==> src/rtl/reg_bus_pkg.sv <==
// Shared definitions for the register-bus master: command encodings, FSM states,
// the register map of the attached register block and its reset values.
package reg_bus_pkg;

    typedef enum logic [1:0] {
        OP_WRITE = 2'b00,
        OP_READ  = 2'b01,
        OP_POLL  = 2'b10,
        OP_RMW   = 2'b11
    } op_e;

    typedef enum logic [2:0] {
        S_IDLE,
        S_WR,
        S_RD,
        S_POLL,
        S_RMW_RD,
        S_RMW_WR,
        S_RESP
    } state_e;

    localparam logic [9:0]  ADDR_DATA0       = 10'h000;
    localparam logic [9:0]  ADDR_DATA0_ALIAS = 10'h004;
    localparam logic [9:0]  ADDR_DATA1       = 10'h008;
    localparam logic [9:0]  ADDR_DATA1_ALIAS = 10'h00C;

    localparam logic [31:0] RST_DATA0 = 32'h0000_0000;
    localparam logic [31:0] RST_DATA1 = 32'hFFFF_FFFF;

    // Bits selected by mask come from the new value, the rest from the old one.
    function automatic logic [31:0] merge_bits(input logic [31:0] old_val,
                                               input logic [31:0] new_val,
                                               input logic [31:0] mask);
        return (old_val & ~mask) | (new_val & mask);
    endfunction

endpackage

==> src/rtl/reg_bus_poll_cnt.sv <==
// 8-bit poll read counter; tc flags that the read being issued now is the last allowed one.
module reg_bus_poll_cnt #(
    parameter int unsigned LIMIT = 16
) (
    input  logic clk,
    input  logic rst_n,
    input  logic clear,
    input  logic inc,
    output logic tc
);

    localparam logic [7:0] LAST = 8'(LIMIT - 1);

    logic [7:0] count;

    always_ff @(posedge clk or negedge rst_n) begin
        if (!rst_n) begin
            count <= 8'd0;
        end else if (clear) begin
            count <= 8'd0;
        end else if (inc) begin
            count <= count + 8'd1;
        end
    end

    assign tc = (count == LAST);

endmodule

==> src/rtl/reg_bus_master.sv <==
// Command-driven register-bus master: WRITE, READ, POLL-until-match and read-modify-write,
// each answered with a single response handshake.
module reg_bus_master
    import reg_bus_pkg::*;
#(
    parameter int unsigned POLL_MAX = 16
) (
    input  logic        clk,
    input  logic        rst_n,
    input  logic        cmd_valid,
    output logic        cmd_ready,
    input  logic [1:0]  cmd_op,
    input  logic [9:0]  cmd_addr,
    input  logic [31:0] cmd_wdata,
    input  logic [31:0] cmd_mask,
    output logic        rsp_valid,
    input  logic        rsp_ready,
    output logic [31:0] rsp_data,
    output logic        rsp_err,
    output logic        wr_en,
    output logic        rd_en,
    output logic [9:0]  addr,
    output logic [31:0] wdata,
    input  logic [31:0] rdata
);

    state_e      state;
    state_e      state_nxt;
    logic [31:0] mask_q;
    logic        poll_tc;
    logic        poll_match;
    logic        misaligned;

    assign misaligned = (cmd_addr[1:0] != 2'b00);
    // wdata still holds the compare value while polling; it only changes for RMW.
    assign poll_match = ((rdata & mask_q) == (wdata & mask_q));

    reg_bus_poll_cnt #(.LIMIT(POLL_MAX)) u_poll_cnt (
        .clk   (clk),
        .rst_n (rst_n),
        .clear (state != S_POLL),
        .inc   (state == S_POLL),
        .tc    (poll_tc)
    );

    always_ff @(posedge clk or negedge rst_n) begin
        if (!rst_n) begin
            state <= S_IDLE;
        end else begin
            state <= state_nxt;
        end
    end

    // Strobes and handshakes decode from state alone so reset removes them at once.
    always_comb begin
        state_nxt = state;
        cmd_ready = 1'b0;
        rsp_valid = 1'b0;
        wr_en     = 1'b0;
        rd_en     = 1'b0;
        case (state)
            S_IDLE: begin
                cmd_ready = 1'b1;
                if (cmd_valid) begin
                    if (misaligned) begin
                        state_nxt = S_RESP;
                    end else begin
                        case (op_e'(cmd_op))
                            OP_WRITE: state_nxt = S_WR;
                            OP_READ:  state_nxt = S_RD;
                            OP_POLL:  state_nxt = S_POLL;
                            OP_RMW:   state_nxt = S_RMW_RD;
                            default:  state_nxt = S_IDLE;
                        endcase
                    end
                end
            end
            S_WR: begin
                wr_en     = 1'b1;
                state_nxt = S_RESP;
            end
            S_RD: begin
                rd_en     = 1'b1;
                state_nxt = S_RESP;
            end
            S_POLL: begin
                rd_en = 1'b1;
                if (poll_match || poll_tc) begin
                    state_nxt = S_RESP;
                end
            end
            S_RMW_RD: begin
                rd_en     = 1'b1;
                state_nxt = S_RMW_WR;
            end
            S_RMW_WR: begin
                wr_en     = 1'b1;
                state_nxt = S_RESP;
            end
            S_RESP: begin
                rsp_valid = 1'b1;
                if (rsp_ready) begin
                    state_nxt = S_IDLE;
                end
            end
            default: state_nxt = S_IDLE;
        endcase
    end

    always_ff @(posedge clk or negedge rst_n) begin
        if (!rst_n) begin
            mask_q   <= 32'd0;
            addr     <= 10'd0;
            wdata    <= 32'd0;
            rsp_data <= 32'd0;
            rsp_err  <= 1'b0;
        end else begin
            case (state)
                S_IDLE: begin
                    if (cmd_valid) begin
                        addr     <= cmd_addr;
                        wdata    <= cmd_wdata;
                        mask_q   <= cmd_mask;
                        rsp_data <= 32'd0;
                        rsp_err  <= misaligned;
                    end
                end
                S_RD: rsp_data <= rdata;
                S_POLL: begin
                    if (poll_match || poll_tc) begin
                        rsp_data <= rdata;
                        rsp_err  <= !poll_match;
                    end
                end
                S_RMW_RD: wdata    <= merge_bits(rdata, wdata, mask_q);
                S_RMW_WR: rsp_data <= wdata;
                default: ;
            endcase
        end
    end

endmodule

==> config.mk <==
export PLATFORM = sky130hd
export DESIGN_NAME = reg_bus_master
export DESIGN_NICKNAME = d
export VERILOG_FILES = /design/src/rtl/reg_bus_pkg.sv /design/src/rtl/reg_bus_poll_cnt.sv /design/src/rtl/reg_bus_master.sv
export SDC_FILE = /design/constraint.sdc
export NUM_CORES = 1
export LEC_CHECK = 0
export ABC_CLOCK_PERIOD_IN_PS = 4000
export BUFFER_PORTS_ARGS = -buffer_cell sky130_fd_sc_hd__buf_4
export CAP_MARGIN = 20
export CORE_MARGIN = 8
export CORE_UTILIZATION = 53
export CTS_CLUSTER_SIZE = 28
export DETAILED_ROUTE_END_ITERATION = 7
export HOLD_SLACK_MARGIN = 0.06
export PLACE_DENSITY = 0.83
export SYNTH_ARGS = -nofsm -noshare
export SYNTH_HDL_FRONTEND = slang
export SYNTH_SLANG_ARGS = --single-unit
==> constraint.sdc <==
create_clock -name clk -period 4 [get_ports clk]
set_clock_uncertainty 0.2 [all_clocks]
set_input_delay 0.8 -clock clk [delete_from_list [all_inputs] [get_ports clk]]
set_output_delay 0.8 -clock clk [all_outputs]
set_load 0.02 [all_outputs]
==> Implementation_results.wiki <==
{| class="wikitable"
! Metric !! Value
|-
| Final critical path time including I/O delays and setup || 2.87 ns
|-
| Remaining routing DRC violations || 0
|-
| TritonCTS clock tree || yes
|-
| Clock power share || 20.8%
|-
| Critical Path, Cell by Cell || buf_4 -> xor2_1 -> a22oi_1 -> nand4_1 -> or4_4 -> a21oi_4 -> buf_12 -> a2bb2oi_1
|-
| Internal power || 0.00445 W
|-
| Ratio of final minimum period to clock period || 71.7%
|-
| Drt first pass iters || 5
|-
| Row Count || 38
|-
| Unrepaired setup endpoints after global routing || no
|-
| Arrival @ worst endpoint || 3.00 ns
|-
| Slew Limit Fails || 0
|-
| Placer congestion estimate || 0.867
|-
| Post-synthesis share of cell area spent on and, or, nand and nor gates || 6.01%
|-
| Cell family with most CP delay || compound AO/OA/AOI/OAI gates
|-
| Pre-CTS worst setup slack || 0.710 ns
|-
| Number of register bits inferred by synthesis || 118
|-
| Global Route Usage Sum || 24.4%
|-
| Number of top-level pins || 191
|-
| Max_slew headroom || 38.4%
|-
| Antenna diode count || 0
|-
| Hold path startpoint || u_poll_cnt.count[0]
|-
| First-pass GRT wire length || 28500 um
|-
| Share of cell area taken by muxes after synthesis || 7.92%
|-
| Data required time at the worst endpoint || 4.13 ns
|-
| Switching Power || 0.00296 W
|-
| Vias per inst || 6.00
|-
| Source-to-sink clock delay at the later pin of the worst-skew pair || 0.41 ns
|-
| Buffer count from post-CTS setup fixing || 0
|-
| Chip width || 122 um
|-
| Maximum ir drop on the vdd rail || 0.457 mV
|-
| Port Buffers || 190
|-
| Mean post-synth cell area || 11.8 um2
|-
| Crit Path Class || in -> reg
|-
| Highest Clock Rate || 348 MHz
|-
| Class of the tightest hold or removal check || reg -> reg
|-
| Synth cell types || 40
|-
| Share of synthesized cell area in full adder, half adder and majority cells || 0.838%
|-
| Sinks on the clock net || 118
|-
| Number of global-route vias before repair || 5340
|-
| Async set or reset register ratio after synthesis || 100%
|-
| Routed metal-1 wirelength || 7050 um
|-
| Largest net degree at the start of global routing || 105
|-
| Initial core utilization || 54.6%
|-
| Via total after detailed routing || 5037
|-
| Total setup violations reported at the end of the flow || 0
|-
| Smallest setup slack after layout || 1.13 ns
|-
| Gate count of the mapped netlist || 505
|-
| Synthesized-area fraction occupied by xor and xnor cells || 5.57%
|-
| H-tree level count || 4
|-
| Flip-flop cell with the highest count after synthesis || dfrtp_1
|-
| Post-route cell area || 8010 um2
|-
| Cell Area, Placed || 7390 um2
|-
| Maximum buffer depth of the clock tree || 2
|-
| Number of failing hold endpoints at the final stage || 0
|-
| Power density cells || 925 nW/um2
|-
| Post-CTS clock slew at the launch and capture registers of the worst setup and hold paths || 0.06 ns
|-
| Worst Path Buf+Inv || 2
|-
| Detailed-route wire length || 17800 um
|-
| Total negative slack || 0 ns
|-
| Resized cells post-CTS || 0
|-
| Worst R2R End || rsp_data[28]
|-
| Hold-fix buffer count after cts || 0
|-
| Cell area after technology mapping || 5970 um2
|-
| Area growth from synthesis to layout || 34.2%
|-
| Drt initial violations || 417
|-
| Compound-cell area share of the yosys netlist || 25.2%
|-
| Crit start category || primary input
|-
| Sequential group share of total power || 32.0%
|-
| Largest stage delay on the critical path || 0.61 ns
|-
| Count of antenna-violating nets left after detailed routing || 0
|-
| Num CTS Buffers || 17
|-
| Routed length on met3 || 1290 um
|-
| Number of max-cap violations || 0
|-
| Crit-path slowest cell || or4_4
|-
| Capture endpoint of the worst hold path || u_poll_cnt.count[0]
|-
| Share of layout cells above drive strength 1 || 44.3%
|-
| Overall overflow remaining after global route || 0
|-
| Synthesized netlist net count || 621
|-
| Highest routed metal layer || met4
|-
| Instance count along the most critical hold path || 1
|-
| Buffer cell driving the clock tree root || clkbuf_16
|-
| Wire length on met2 || 8940 um
|-
| Outcome || finished clean
|-
| Final layout net count || 803
|-
| Routed length per placed instance || 21.3 um
|-
| Worst Hold Margin || 0.259 ns
|-
| DIE HEIGHT || 122 um
|-
| Start of the worst register-to-register path || wdata[22]
|-
| Share of total power consumed by net switching || 40.0%
|-
| Fraction of power consumed by combinational cells || 47.3%
|-
| Seq/Total Area, Yosys || 49.5%
|-
| Combinational family with the most area after synthesis || compound AO/OA/AOI/OAI gates
|-
| Setup slack, reg-to-reg || 1.20 ns
|-
| Standard cell core area || 10900 um2
|-
| Number of cells on the worst reg-to-reg path || 7
|-
| Post-DP HPWL || 12500 um
|-
| Antenna violations before repair || 0
|-
| Warnings, synthesis || 0
|-
| Number of enable flip-flop cells after synthesis || 0
|-
| Cell leakage power || 3.64 nW
|-
| Transition time at the pin with the least slew margin || 0.922 ns
|-
| Die outline area || 14900 um2
|-
| Top fanout value on the critical path || 24
|-
| Kind of end point of the critical path || flip-flop
|}
## cells by family (layout without fill, tap and decap cells)
| group | Yosys count | count (layout) |
|---|---|---|
| flip-flops | 118 | 118 |
| AO/OA/AOI/OAI | 186 | 186 |
| buffers and inverters | 40 | 234 |
| multiplexers | 42 | 42 |
| adder cells (fa/ha/maj) | 4 | 4 |
| AND/OR/NAND/NOR | 77 | 77 |
| XOR/XNOR | 38 | 38 |
## cells in the final DEF, fill, tap and decap left out, types with 2 or more instances in the layout
master	netlist	layout
clkinv_2	0	6
a2bb2oi_1	2	2
nor3_1	4	4
inv_1	3	3
xor2_1	34	34
nand2_1	6	5
a221oi_1	32	32
o21ai_0	68	68
a2bb2oi_2	30	30
xnor2_1	4	4
a22oi_1	48	48
nor2_1	45	45
nand3_1	2	2
nand2b_1	2	2
dfrtp_1	118	118
and3_1	4	4
ha_1	4	4
clkbuf_8	8	3
nand4_1	4	4
buf_4	1	197
mux2_2	42	42
buf_12	0	2
nor2_4	1	2
clkbuf_16	0	17
nand2_2	1	2
bufinv_16	0	3
## synth_stat cells (2+ instances only)
library cell	n	area [um2]
and3_1	4	25.0
dfrtp_1	118	2950
a2bb2oi_1	2	17.5
ha_1	4	50.1
nand2b_1	2	12.5
xor2_1	34	298
o21ai_0	68	340
a2bb2oi_2	30	450
mux2_2	42	473
xnor2_1	4	35.0
a22oi_1	48	360
nor2_1	45	169
clkbuf_8	8	110
nor3_1	4	20.0
inv_1	3	11.3
clkbuf_1	11	41.3
nand4_1	4	25.0
nand2_1	6	22.5
buf_2	8	40.0
dlygate4sd1_1	2	17.5
a221oi_1	32	280
buf_6	6	67.6
and2_1	2	12.5
nand3_1	2	10.0
## how the worst max path moves through the flow
| stage | startpoint | to | cells past startpoint |
|---|---|---|---|
| after detailed placement | rdata[22] | rsp_data[28] | 8 |
| after floorplan | rdata[7] | rsp_data[17] | 7 |
| final | rdata[22] | rsp_data[28] | 8 |
| after global routing | rdata[13] | rsp_data[27] | 8 |
| after global placement | rdata[13] | rsp_data[28] | 8 |
| after CTS | rdata[22] | rsp_data[28] | 8 |
## sequential cells by signal (all words and copies together) (netlist names)
register and count:
state 3, mask_q 32, rsp_err 1, wdata 32, addr 10, rsp_data 32, u_poll_cnt.count 8
## through the flow
stage / instances / utilization, % / power [W]
global placement: 807 / 67.6 / 0.00572
detailed placement: 807 / 67.6 / 0.00586
CTS: 838 / 73.0 / 0.00743
finish: 839 / 73.3 / 0.00741
global route: 839 / 73.3 / 0.00782
floorplan: 505 / - / 0.00461
## power by group through the flow
| stage | clock (W) | combinational [W] | sequential, W |
|---|---|---|---|
| 6_report | 0.00154 | 0.00351 | 0.00237 |
| 5_1_grt | 0.00162 | 0.00376 | 0.00245 |
| 4_1_cts | 0.00155 | 0.00352 | 0.00236 |
| 3_5_place_dp | 0 | 0.00349 | 0.00237 |
| 3_3_place_gp | 0 | 0.00339 | 0.00234 |
| 2_1_floorplan | 0 | 0.00193 | 0.00268 |
## routing by layer
metal | vias to the layer above | global-route usage [%]
met1 | 2513 | 29.7
met2 | 204 | 39.1
met4 | 0 | 11.5
met5 | - | 0
li1 | 2275 | -
met3 | 45 | 7.17
## layout make-up
cell class | count | area [um2]
clock buffer | 21 | 470
clock inverter | 10 | 128
fill | 780 | 2920
inverter | 3 | 11.3
multi-input combinational | 347 | 2730
sequential | 118 | 2950
tap | 140 | 175
timing repair buffer | 200 | 1550
(Power assumes the default switching activity.)
